<file path="src/rtl/syn_decay_bank.sv">
// -----------------------------------------------------------------------------
// syn_decay_bank
// Time-multiplexed synaptic-current decay unit for the Izhikevich neuron
// pipeline. Each channel holds a current i_st and a pending-input accumulator.
// A step pulse starts a sweep over all channels, one channel per valid/ready
// handshake, computing
//     i_prime = -((i_st * decay) >>> FRAC)
//     i       = sat(i_st + i_prime + pending)
// and committing i back into i_st when the consumer accepts the result.
//
// Ports
//   clk        rising-edge clock
//   rst        synchronous active-high reset (aborts a sweep)
//   write      accumulate curr_in into pending[wr_ch] this cycle
//   wr_ch      target channel of write (values >= N_CH are ignored)
//   curr_in    signed input current, Q1.(WIDTH-1)
//   decay      unsigned decay coefficient, decay/2^FRAC, sampled on step
//   step       start-of-timestep pulse, begins a sweep from IDLE
//   busy       high while sweeping
//   out_valid  result for out_ch is presented
//   out_ready  downstream accepts the result
//   out_ch     channel being presented
//   i_prime    decay term of out_ch
//   i          updated current of out_ch
//   done       one-cycle pulse after the last channel commits
// -----------------------------------------------------------------------------
module syn_decay_bank #(
    parameter int WIDTH = 17,
    parameter int FRAC  = 16,
    parameter int N_CH  = 4,
    parameter int CH_W  = (N_CH > 1) ? $clog2(N_CH) : 1
) (
    input  logic                    clk,
    input  logic                    rst,
    input  logic                    write,
    input  logic [CH_W-1:0]         wr_ch,
    input  logic signed [WIDTH-1:0] curr_in,
    input  logic [WIDTH-1:0]        decay,
    input  logic                    step,
    output logic                    busy,
    output logic                    out_valid,
    input  logic                    out_ready,
    output logic [CH_W-1:0]         out_ch,
    output logic signed [WIDTH-1:0] i_prime,
    output logic signed [WIDTH-1:0] i,
    output logic                    done
);

    typedef enum logic [0:0] {
        ST_IDLE  = 1'b0,
        ST_SWEEP = 1'b1
    } state_t;

    state_t                  state_q, state_d;
    logic [CH_W-1:0]         ptr_q, ptr_d;
    logic [WIDTH-1:0]        decay_q, decay_d;
    logic                    done_q, done_d;
    logic signed [WIDTH-1:0] i_st_q [N_CH];
    logic signed [WIDTH-1:0] i_st_d [N_CH];
    logic signed [WIDTH-1:0] pend_q [N_CH];
    logic signed [WIDTH-1:0] pend_d [N_CH];

    logic                    hs_s;
    logic signed [WIDTH-1:0] cur_i_s;
    logic signed [WIDTH-1:0] cur_p_s;
    logic signed [2*WIDTH-1:0] prod_s;
    logic signed [WIDTH-1:0] ip_s;
    logic signed [WIDTH+1:0] sum_s;
    logic signed [WIDTH-1:0] i_s;

    // Clamp a WIDTH+2 bit signed value into the WIDTH bit signed range.
    function automatic logic signed [WIDTH-1:0] sat_clamp(input logic signed [WIDTH+1:0] v);
        logic signed [WIDTH+1:0] max_v;
        logic signed [WIDTH+1:0] min_v;
        max_v = {3'b000, {(WIDTH-1){1'b1}}};
        min_v = {3'b111, {(WIDTH-1){1'b0}}};
        if (v > max_v) begin
            return max_v[WIDTH-1:0];
        end else if (v < min_v) begin
            return min_v[WIDTH-1:0];
        end else begin
            return v[WIDTH-1:0];
        end
    endfunction

    assign busy      = (state_q == ST_SWEEP);
    assign out_valid = (state_q == ST_SWEEP);
    assign out_ch    = ptr_q;
    assign done      = done_q;
    assign i_prime   = ip_s;
    assign i         = i_s;

    // Select the channel under the pointer; a compare loop keeps the
    // selection legal when CH_W is wider than the channel count needs.
    always_comb begin
        cur_i_s = '0;
        cur_p_s = '0;
        for (int k = 0; k < N_CH; k++) begin
            cur_i_s = (ptr_q == CH_W'(k)) ? i_st_q[k] : cur_i_s;
            cur_p_s = (ptr_q == CH_W'(k)) ? pend_q[k] : cur_p_s;
        end
    end

    // Decay datapath: full-width product with decay zero-extended so a
    // coefficient with its top bit set is still treated as positive.
    always_comb begin
        prod_s = (2*WIDTH)'(cur_i_s) * $signed({{WIDTH{1'b0}}, decay_q});
        ip_s   = WIDTH'(-(prod_s >>> FRAC));
        sum_s  = (WIDTH+2)'(cur_i_s) + (WIDTH+2)'(ip_s) + (WIDTH+2)'(cur_p_s);
        i_s    = sat_clamp(sum_s);
    end

    // FSM next state, pointer, decay capture and done pulse.
    always_comb begin
        state_d = state_q;
        ptr_d   = ptr_q;
        decay_d = decay_q;
        done_d  = 1'b0;
        hs_s    = (state_q == ST_SWEEP) && out_ready;
        case (state_q)
            ST_IDLE: begin
                if (step) begin
                    state_d = ST_SWEEP;
                    ptr_d   = '0;
                    decay_d = decay;
                end else begin
                    state_d = ST_IDLE;
                end
            end
            ST_SWEEP: begin
                if (out_ready) begin
                    if (ptr_q == CH_W'(N_CH - 1)) begin
                        state_d = ST_IDLE;
                        ptr_d   = '0;
                        done_d  = 1'b1;
                    end else begin
                        ptr_d = ptr_q + CH_W'(1);
                    end
                end else begin
                    ptr_d = ptr_q;
                end
            end
            default: begin
                state_d = ST_IDLE;
                ptr_d   = '0;
            end
        endcase
    end

    // Per-channel state update. A write landing on the committing channel
    // starts the next timestep's accumulator instead of joining this one.
    always_comb begin
        for (int k = 0; k < N_CH; k++) begin
            i_st_d[k] = i_st_q[k];
            pend_d[k] = pend_q[k];
            if (hs_s && (ptr_q == CH_W'(k))) begin
                i_st_d[k] = i_s;
                pend_d[k] = (write && (wr_ch == CH_W'(k))) ? curr_in : '0;
            end else if (write && (wr_ch == CH_W'(k))) begin
                pend_d[k] = sat_clamp((WIDTH+2)'(pend_q[k]) + (WIDTH+2)'(curr_in));
            end else begin
                pend_d[k] = pend_q[k];
            end
        end
    end

    // State registers with synchronous reset.
    always_ff @(posedge clk) begin
        if (rst) begin
            state_q <= ST_IDLE;
            ptr_q   <= '0;
            decay_q <= '0;
            done_q  <= 1'b0;
            for (int k = 0; k < N_CH; k++) begin
                i_st_q[k] <= '0;
                pend_q[k] <= '0;
            end
        end else begin
            state_q <= state_d;
            ptr_q   <= ptr_d;
            decay_q <= decay_d;
            done_q  <= done_d;
            for (int k = 0; k < N_CH; k++) begin
                i_st_q[k] <= i_st_d[k];
                pend_q[k] <= pend_d[k];
            end
        end
    end

endmodule

</file>
<file path="config.mk">
export PLATFORM = sky130hd
export DESIGN_NAME = syn_decay_bank
export DESIGN_NICKNAME = d
export VERILOG_FILES = /design/src/rtl/syn_decay_bank.sv
export SDC_FILE = /design/constraint.sdc
export NUM_CORES = 1
export LEC_CHECK = 0
export CAP_MARGIN = 10
export CORE_ASPECT_RATIO = 1.4
export CORE_MARGIN = 4
export CORE_UTILIZATION = 40
export DETAILED_ROUTE_END_ITERATION = 16
export DONT_BUFFER_PORTS = 1
export SLEW_MARGIN = 25
export SYNTH_ARGS = -nofsm -noshare
export SYNTH_HDL_FRONTEND = slang
export SYNTH_SLANG_ARGS = --single-unit
</file>
<file path="constraint.sdc">
create_clock -name clk -period 14.54 [get_ports clk]
set_clock_uncertainty 0.2 [all_clocks]
set_input_delay 2.181 -clock clk [delete_from_list [all_inputs] [get_ports clk]]
set_output_delay 2.181 -clock clk [all_outputs]
set_load 0.02 [all_outputs]
</file>
==> impl_metrics.json <==
{
  "status": "finished, final reports clean",
  "wl_met2_um": 35400,
  "path_clk_slew_ps": 80,
  "synth_top_area_share_pct": 22.8,
  "synthMuxAreaShare_pct": 0.477,
  "dieWidth_um": 204,
  "fp.dieH_um": 282,
  "synth_compound_area_share_pct": 18.9,
  "critPathMostFrequentCell": "fa_1",
  "grt_pass1_vias": 19900,
  "synthCells": 2693,
  "clk_path_buf_depth": 2,
  "num-fill-cells": 5340,
  "ys.flop_type": "dfxtp_1",
  "synth-seq-area-share_pct": 14.6,
  "synthArstFlopShare_pct": 0,
  "synth.area.top_cells": "fa_1 (23%), dfxtp_1 (15%), ha_1 (12%)",
  "antenna_found_initial": 0,
  "vias": 18800,
  "nets": 3178,
  "place_ws_ps": 50.8,
  "finalCriticalPeriod_ps": 13920,
  "synth_area_per_cell_um2": 7.98,
  "hp-class": "reg2reg",
  "synth_seq_cells": 157,
  "gp_congestion": 0.951,
  "numCtsBuffers": 17,
  "synth-edff-count": 0,
  "overflow": 0,
  "core.rowCount": 100,
  "synth_xor_xnor_area_share_pct": 3.83,
  "start_util_pct": 40.4,
  "route.met3.wl_um": 2410,
  "fmax_mhz": 71.8,
  "synth_warnings": 0,
  "powerDensity_nw_per_um2": 175,
  "cpPeakStageDelay_ps": 570,
  "postCtsHoldBufs": 0,
  "ir_worst_vdd_mv": 0.184,
  "crit_fanout": 33,
  "synthSimpleGateAreaFrac_pct": 19.5,
  "drive_gt1_share_pct": 7.96,
  "totalWireLength_um": 66400,
  "hold_slack_ps": 289,
  "h-tree-depth": 4,
  "root_buffer": "clkbuf_16",
  "groute.usage.overall_pct": 23.0,
  "fin_util_pct": 44.3,
  "clk_latency_ps": 460,
  "grt_pass1_wl_um": 106000,
  "drc": 0,
  "highest_layer": "met4",
  "vias_per_cell": 5.51,
  "p_leak_nw": 10.9,
  "critPathLaunchType": "flop",
  "clkSinkCount": 157,
  "placed_area_um2": 22700,
  "ys_types": 77,
  "slowest_stage": "o21ai_1",
  "syn_nets": 3182,
  "slew_headroom_pct": 31.4,
  "die-area_um2": 57600,
  "worst_slew_pin_slew_ps": 1030,
  "cts_tree": "done",
  "grt_max_degree": 164,
  "design_area_um2": 23500,
  "fin_ws_ps": 621,
  "post-route-period-util_pct": 95.7,
  "hold_violations": 0,
  "ant_nets": 0,
  "setup_viol": 0,
  "crit_type": "reg2out",
  "setup-tns-final_ps": 0,
  "ios": 80,
  "n_antenna_cell": 0,
  "finalMaxSlewViolations": 0,
  "crit_path_end_kind": "primary output",
  "core_area_um2": 53200,
  "crit_arrival_ps": 11540,
  "synth_top_area_cell": "fa_1",
  "drt-pass1-iter-count": 6,
  "synth_area_um2": 21500,
  "synthAdderAreaFrac_pct": 34.8,
  "hpwl_um": 54200,
  "cap_violations": 0,
  "wl_met1_um": 25300,
  "synth_top_family_by_area": "adder cells",
  "cp_data_required_time_ps": 12160,
  "area_delta_synth_final_pct": 9.54,
  "drtIter0Drc": 996,
  "wl_per_cell_um": 19.4,
  "port-buffer-count": 0
}
[cell type report]
class	instances	area (um2)	area share [%]
multi-input cells	2089	16800	71.5
flip-flops and latches	157	3140	13.3
inverters	314	1180	5.01
repair buffers	110	908	3.86
well taps	714	893	3.79
clock buffers	17	425	1.81
clock inverters	15	169	0.717
[synth_stat cells (all sizes together), types with 19 or more instances]
cell type,n
and2,84
clkbuf,114
inv,314
a21o,38
ha,203
or2,22
a21oi,241
xor2,37
a22oi,44
and3,27
nand3,21
buf,19
nor3,21
nor2,247
o21ai,121
xnor2,57
nand2,294
nor2b,87
nand2b,32
a211oi,65
dfxtp,157
fa,245
o22ai,19
[metrics by stage]
step | instances | total power [mW]
2_1_floorplan | 2693 | 2.19
3_3_place_gp | 3378 | 3.55
3_5_place_dp | 3378 | 3.56
4_1_cts | 3410 | 4.04
5_1_grt | 3416 | 4.40
6_report | 3416 | 4.12
[critical path: cells and delay by family (launching register included)]
kind / cells / cell delay, ps
adder cells (fa/ha/maj): 10 / 4430
AO/OA/AOI/OAI: 16 / 3760
buffers and inverters: 8 / 1300
AND/OR/NAND/NOR: 8 / 940
flip-flops: 1 / 330
XOR/XNOR: 1 / 270
[state kept, by name, summed over array words and instances (netlist names)]
name	flops
i_st_q	68
done	1
decay_q	17
busy	1
out_ch	2
pend_q	68
[cells by family after synthesis]
logic type	Yosys count
xor gates and xnor gates	94
DFF	157
adders and majority gates	452
muxes	10
and+or+nand+nor	885
AOI/OAI and AO/OA	648
buffers and inverters	447
[where the power goes]
part	total (mW)	leakage (nW)	internal [mW]	switching, mW
registers	0.484	1.28	0.455	0.0281
logic	3.18	9.37	1.17	2.01
clock network	0.455	0.284	0.231	0.224
total	4.12	10.9	1.85	2.27
[placed cells by master (no fill, tap or decap), types with 57 or more instances in the layout]
master	n
and2_1	82
xnor2_1	57
nor2_1	242
o21ai_0	103
a211oi_1	62
nand2_1	294
fa_1	245
ha_1	199
a21oi_1	236
nor2b_1	86
buf_4	102
dfxtp_1	157
inv_1	313
[what timing repair did]
action                     CTS  global route
resized for setup            4            38
setup endpoints to repair   16            16
setup buffers                0             6
pin swaps                    0             3
[final timing paths]
check	from	slack [ps]	cells past startpoint	end
worst max-delay path	out_ch[0]	620	43	i[5]
worst min-delay path	pend_q[2][13]	290	2	pend_q[2][13]
worst max register to register	out_ch[0]	3150	42	i_st_q[0][12]
worst min register to register	pend_q[2][13]	290	2	pend_q[2][13]
[routing by layer]
layer	up-vias	GRT usage (%)
met5	-	0
met4	0	10.7
met3	147	2.56
met2	483	44.3
met1	9230	25.2
li1	8977	-
Note: power is estimated with default switching activity, not from simulation.
